===== config.mk =====
export PLATFORM = sky130hd
export DESIGN_NAME = sram_drain_burst_sched
export DESIGN_NICKNAME = d
export VERILOG_FILES = /design/src/rtl/sram_drain_burst_sched_pkg.sv /design/src/rtl/sram_drain_burst_sched.sv
export SDC_FILE = /design/constraint.sdc
export NUM_CORES = 1
export LEC_CHECK = 0
export ABC_AREA = 1
export BUFFER_PORTS_ARGS = -buffer_cell sky130_fd_sc_hd__buf_2
export CAP_MARGIN = 20
export CELL_PAD_IN_SITES_DETAIL_PLACEMENT = 0
export CELL_PAD_IN_SITES_GLOBAL_PLACEMENT = 1
export CORE_AREA = 2 2 485 487
export DETAILED_ROUTE_END_ITERATION = 10
export DIE_AREA = 0 0 487 489
export PLACE_DENSITY_LB_ADDON = 0.12
export SKIP_CTS_REPAIR_TIMING = 1
export SYNTH_ARGS = -nofsm -noshare
export SYNTH_HDL_FRONTEND = slang
export SYNTH_SLANG_ARGS = --single-unit

===== constraint.sdc =====
create_clock -name clk -period 3.53 [get_ports clk]
set_clock_uncertainty 0.2 [all_clocks]
set_input_delay 0.353 -clock clk [delete_from_list [all_inputs] [get_ports clk]]
set_output_delay 0.353 -clock clk [all_outputs]
set_load 0.005 [all_outputs]

===== src/rtl/sram_drain_burst_sched_pkg.sv =====
// Shared definitions for the SRAM-drain burst scheduler: FSM state encoding
// and the AXI burst-length helpers used on the write-address channel.
package sram_drain_burst_sched_pkg;

    typedef enum logic [2:0] {
        S_IDLE,
        S_WAIT_DATA,
        S_HOLD,
        S_ADDR,
        S_DATA,
        S_DONE
    } state_t;

    // AXI4 AxLEN field width and the width of the transfer beat counter.
    localparam int AXI_LEN_W    = 8;
    localparam int XFER_BEATS_W = 32;

    // AxLEN encodes beats-1.
    function automatic logic [AXI_LEN_W-1:0] axi_len(input logic [AXI_LEN_W-1:0] beats);
        return beats - 8'd1;
    endfunction

endpackage


===== src/rtl/sram_drain_burst_sched.sv =====
// Moves a transfer of xfer_beats beats from an upstream SRAM unit to an AXI
// write port, one burst at a time. Each burst is first reserved upstream
// (drain_req/drain_size), then announced on AW, then streamed through W.
module sram_drain_burst_sched
    import sram_drain_burst_sched_pkg::*;
#(
    parameter int DATA_WIDTH      = 512,
    parameter int SEG_COUNT_WIDTH = 10,
    parameter int ADDR_WIDTH      = 64,
    parameter int MAX_BURST       = 16
) (
    input  logic                       clk,
    input  logic                       rst,
    input  logic                       xfer_start,
    input  logic [ADDR_WIDTH-1:0]      xfer_addr,
    input  logic [XFER_BEATS_W-1:0]    xfer_beats,
    input  logic [7:0]                 cfg_burst_len,
    input  logic [SEG_COUNT_WIDTH-1:0] data_avail,
    output logic                       drain_req,
    output logic [7:0]                 drain_size,
    input  logic                       sram_valid,
    output logic                       sram_ready,
    input  logic [DATA_WIDTH-1:0]      sram_data,
    output logic                       aw_valid,
    input  logic                       aw_ready,
    output logic [ADDR_WIDTH-1:0]      aw_addr,
    output logic [AXI_LEN_W-1:0]       aw_len,
    output logic                       w_valid,
    input  logic                       w_ready,
    output logic [DATA_WIDTH-1:0]      w_data,
    output logic                       w_last,
    output logic                       busy,
    output logic                       done
);

    localparam int          BEAT_BYTES  = DATA_WIDTH / 8;
    localparam logic [31:0] MAX_BURST_W = 32'(MAX_BURST);

    state_t                  state, state_next;
    logic [ADDR_WIDTH-1:0]   addr_q;       // address of the next burst
    logic [31:0]             remaining_q;  // beats not yet written
    logic [7:0]              eff_len_q;    // clamped configured burst length
    logic [AXI_LEN_W-1:0]    len_q;        // current burst length minus one
    logic [7:0]              beat_cnt_q;   // beat index within current burst

    logic [7:0]              eff_len;
    logic [31:0]             burst;
    logic [31:0]             burst_beats;
    logic [31:0]             rem_after;
    logic [ADDR_WIDTH-1:0]   burst_bytes;
    logic                    avail_ok;
    logic                    w_hs;
    logic                    last_beat;

    // Zero asks for single beats; anything above MAX_BURST is clamped.
    assign eff_len = (cfg_burst_len == 8'd0)                 ? 8'd1 :
                     ({24'd0, cfg_burst_len} > MAX_BURST_W)  ? MAX_BURST_W[7:0] :
                                                               cfg_burst_len;

    // The final burst of a transfer may be shorter than the configured length.
    assign burst       = (remaining_q < {24'd0, eff_len_q}) ? remaining_q : {24'd0, eff_len_q};
    assign avail_ok    = 32'(data_avail) >= burst;

    assign burst_beats = 32'(len_q) + 32'd1;
    assign rem_after   = remaining_q - burst_beats;
    assign burst_bytes = ADDR_WIDTH'(burst_beats) * ADDR_WIDTH'(BEAT_BYTES);

    assign last_beat   = (beat_cnt_q == len_q);
    assign w_hs        = (state == S_DATA) && sram_valid && w_ready;

    assign aw_addr     = addr_q;
    assign aw_len      = len_q;
    assign w_data      = sram_data;
    assign busy        = (state != S_IDLE);

    // State register.
    always_ff @(posedge clk) begin
        // NOTE: every sequential assignment uses <= so all registers update
        // from the same pre-edge values regardless of statement order.
        if (rst) state <= S_IDLE;
        else     state <= state_next;
    end

    // Next-state and output decode.
    always_comb begin
        // NOTE: every output and the next state get a default first, so no
        // path through the case statement can infer a latch.
        state_next = state;
        drain_req  = 1'b0;
        drain_size = 8'd0;
        aw_valid   = 1'b0;
        sram_ready = 1'b0;
        w_valid    = 1'b0;
        w_last     = 1'b0;
        done       = 1'b0;
        case (state)
            S_IDLE: begin
                if (xfer_start)
                    state_next = (xfer_beats == '0) ? S_DONE : S_WAIT_DATA;
            end
            S_WAIT_DATA: begin
                if (avail_ok) begin
                    drain_req  = 1'b1;
                    drain_size = burst[7:0];
                    state_next = S_HOLD;
                end
            end
            // data_avail still reflects the pre-reservation count here.
            S_HOLD: state_next = S_ADDR;
            S_ADDR: begin
                aw_valid = 1'b1;
                if (aw_ready) state_next = S_DATA;
            end
            S_DATA: begin
                w_valid    = sram_valid;
                sram_ready = w_ready;
                w_last     = last_beat;
                if (w_hs && last_beat)
                    state_next = (rem_after == 32'd0) ? S_DONE : S_WAIT_DATA;
            end
            S_DONE: begin
                done       = 1'b1;
                state_next = S_IDLE;
            end
            default: state_next = S_IDLE;
        endcase
    end

    // Transfer bookkeeping: latch on start, size each burst, advance on w_last.
    always_ff @(posedge clk) begin
        if (rst) begin
            addr_q      <= '0;
            remaining_q <= '0;
            eff_len_q   <= '0;
            len_q       <= '0;
            beat_cnt_q  <= '0;
        end else begin
            case (state)
                S_IDLE: begin
                    if (xfer_start) begin
                        addr_q      <= xfer_addr;
                        remaining_q <= xfer_beats;
                        eff_len_q   <= eff_len;
                    end
                end
                S_WAIT_DATA: begin
                    if (avail_ok) begin
                        len_q      <= axi_len(burst[7:0]);
                        beat_cnt_q <= '0;
                    end
                end
                S_DATA: begin
                    if (w_hs) begin
                        if (last_beat) begin
                            remaining_q <= rem_after;
                            addr_q      <= addr_q + burst_bytes;
                            beat_cnt_q  <= '0;
                        end else begin
                            beat_cnt_q  <= beat_cnt_q + 8'd1;
                        end
                    end
                end
                default: ;
            endcase
        end
    end

endmodule


==> impl_metrics.ini <==
[run_status]
status = finished, violations left
violations = hold timing, setup timing

[worst_hold_path]
min_to = aw_addr[28]$_SDFFE_PP0P_
hp-start = xfer_addr[28]
hold_path_depth = 3
hp-class = input pin to flop

[power]
pwr-share-seq = 0.173
p_per_area_nw_per_um2 = 733
power_mw = 14.9
p_int_mw = 7.48
p_sw_mw = 7.47
peakVddDrop_uv = 459
p_leak_nw = 7.69
swShare = 0.500
clkPwrFrac = 0.134
combPwrFrac = 0.693

[global_routing]
grt.met2_usage = 0.151
antenna_found_initial = 19
grt_pass1_wl_um = 140000
grt_pass1_vias = 14520
grt-ovfl-total = 0
gr-usage-all-layers = 0.0886
grt_max_degree = 100
grtUsageMet1 = 0.0964
grt_busiest_layer = met2
use_met3 = 0.0264

[worst_setup_path]
r2r-start = aw_len[0]$_SDFFE_PP0P_
r2r-end = aw_addr[57]$_SDFFE_PP0P_
start_kind = flop
regToRegSetupSlack_ns = -0.08
ff2ff_path_depth = 22
cp.required_ns = 2.98
worstSetupPathType = flop to output port
crit_path_max_fanout = 8
cp_data_arrival_time_ns = 3.51
end_kind = output port

[sta]
rsz0062_at_grt = true
slew_viol_final = 0
period_share = 1.15
slew_headroom = 0.488
fmax_mhz = 246
setup_slack_ns = -0.529
hold_viol_final = 3
holdWs_ns = -0.0142
fin_crit_ns = 4.06
finalSetupViolCount = 14
tightest_slew_ns = 0.767

[placed_design]
pre_cts_ws_ns = -0.847
gp_congestion = 0.698
portBuffers = 206
post_dp_cell_area_sq_um = 17300
dpl.hpwl_um = 90600

[cts]
clock_latency_ns = 0.54
ctsHtreeMaxLevel = 4
cts_root_buf = clkbuf_16
cts.sinks = 123
cts_tree = built
cts_buffer_depth = 2
clkSlewWorstSetupHoldPaths_ns = 0.08
cts_made_buffers = 17

[route]
detail_route.wl_per_cell_um = 20.4
drc = 0
num_vias = 13973
drt_iter0_markers = 517
drt-pass1-iter-count = 4
wirelength_um = 109000
ant_nets = 0
post_drt_via_cell_ratio = 2.63

[floorplanning]
die-area_sq_um = 238000
placementRows = 178
die_w_um = 487
coreArea_sq_um = 234000
initial_core_util = 0.0596
ioPinCount = 1231
fp.dieH_um = 489

[yosys]
synth_edf_count = 0
ys_seq_area_frac = 0.177
synth_area_sq_um = 13900
synth_area_per_cell_sq_um = 6.36
yosysUniqueCellTypes = 49
synth_cells = 2189
synth-seq-cells = 123
yosys_warnings = 0
synth_ff_type = dfxtp_1
async_flop_share = 0

[layout]
drive_above_1_share = 0.413
layout.nets = 2911
final_cell_mix = nand2_1, buf_4, buf_2
synthToLayoutAreaGrowth_pct = 46.5
seqCellArea_sq_um = 2480
fill_cells = 27439
fin_area_sq_um = 20400
multi_input_area_sq_um = 8230
finalCoreUtilization = 0.0873
final_common_cell = nand2_1

[flow_run]
maxCapViolCount = 0
## metrics by stage
| stage | std cells | TNS (ns) | hold WS, ns |
|---|---|---|---|
| floorplan | 2190 | 0 | 0.236 |
| global placement | 5210 | -30.46 | 0.237 |
| detailed placement | 5210 | -30.16 | 0.242 |
| CTS | 5241 | -40.34 | -0.178 |
| global route | 5312 | -14.37 | 0.000317 |
| finish | 5314 | -4.74 | -0.0142 |
## power groups by stage
| stage | sequential (mW) | clock [mW] | combinational, mW |
|---|---|---|---|
| detailed placement | 2.60 | 0 | 9.24 |
| floorplan | 2.39 | 0 | 4.18 |
| global placement | 2.61 | 0 | 9.44 |
| global route | 2.70 | 2.21 | 11.6 |
| finish | 2.58 | 2.01 | 10.4 |
| CTS | 2.57 | 2.19 | 9.30 |
## layer usage
metal / routed length (um) / vias up
met5: 0 / -
met4: 7290 / 0
met3: 6680 / 416
met2: 52200 / 533
met1: 42400 / 6375
li1: - / 6649
## registers in the layout, summed over array words and instances (netlist names)
| signal | flops |
|---|---|
| remaining_q | 32 |
| state | 3 |
| aw_addr | 64 |
| eff_len_q | 8 |
| beat_cnt_q | 8 |
| aw_len | 8 |
## worst max-delay path by stage
| stage | depth (start not counted) | end | startpoint | slack [ns] |
|---|---|---|---|---|
| 5_1_grt | 20 | drain_size[0] | eff_len_q[7]$_SDFFE_PP0P_ | -0.81 |
| 3_3_place_gp | 23 | state[2]$_SDFFE_PP0P_ | aw_len[0]$_SDFFE_PP0P_ | -0.89 |
| 3_5_place_dp | 23 | state[2]$_SDFFE_PP0P_ | aw_len[0]$_SDFFE_PP0P_ | -0.85 |
| 6_report | 20 | drain_size[2] | eff_len_q[7]$_SDFFE_PP0P_ | -0.53 |
| 2_1_floorplan | 24 | drain_size[1] | eff_len_q[7]$_SDFFE_PP0P_ | 0.18 |
| 4_1_cts | 20 | drain_size[0] | eff_len_q[7]$_SDFFE_PP0P_ | -1.37 |
## critical path: stages, from the launching register on
cell and delay, ns:
dfxtp_2 0.34, inv_2 0.05, ha_4 0.23, nand2_4 0.09, nand3_4 0.07, nor2_4 0.15
nand3_2 0.11, nor2_4 0.17, nand2_4 0.14, buf_12 0.16, o21a_4 0.21, ha_4 0.22
a21oi_4 0.14, nor3_2 0.06, a211oi_2 0.17, nand2_2 0.10, nand2_4 0.10, nand2_8 0.09
nand2_8 0.14, nor2_2 0.04, buf_2 0.15
## cells by family after synthesis
| kind of cell | share of synthesized area |
|---|---|
| and+or+nand+nor | 0.297 |
| other | 0.000269 |
| buffers and inverters | 0.350 |
| adders and majority gates | 0.0361 |
| xor gates and xnor gates | 0.0189 |
| AOI/OAI and AO/OA | 0.120 |
| DFF | 0.177 |
## layout make-up
type	instances	share of cell area
inverter	206	0.0392
clock buffer	18	0.0215
clock inverter	13	0.00706
tap	3060	0.188
timing repair buffer	599	0.219
sequential	123	0.122
antenna	2	0.000245
multi-input combinational	1293	0.404
## synth_stat cells (5+ instances only)
cell type / instances / area [sq um]
xor2_1: 16 / 140
or2_0: 6 / 37.5
inv_1: 200 / 751
a21oi_1: 114 / 571
o21ai_0: 65 / 325
nor4_1: 16 / 100
dfxtp_1: 123 / 2460
xnor2_1: 14 / 123
inv_2: 6 / 22.5
a221oi_1: 5 / 43.8
buf_2: 19 / 95.1
nand4_1: 29 / 181
clkbuf_1: 33 / 124
buf_4: 515 / 3870
nand3_1: 143 / 716
o21ai_1: 9 / 45.0
nor2_2: 12 / 75.1
a211oi_1: 11 / 82.6
a221oi_2: 9 / 135
nand3b_1: 11 / 82.6
o211ai_1: 36 / 270
a31oi_1: 12 / 75.1
or2_2: 17 / 106
ha_1: 37 / 463
nor2_1: 202 / 758
nand2_1: 453 / 1700
nor3_1: 32 / 160
Power figures use the tool's default switching activity.
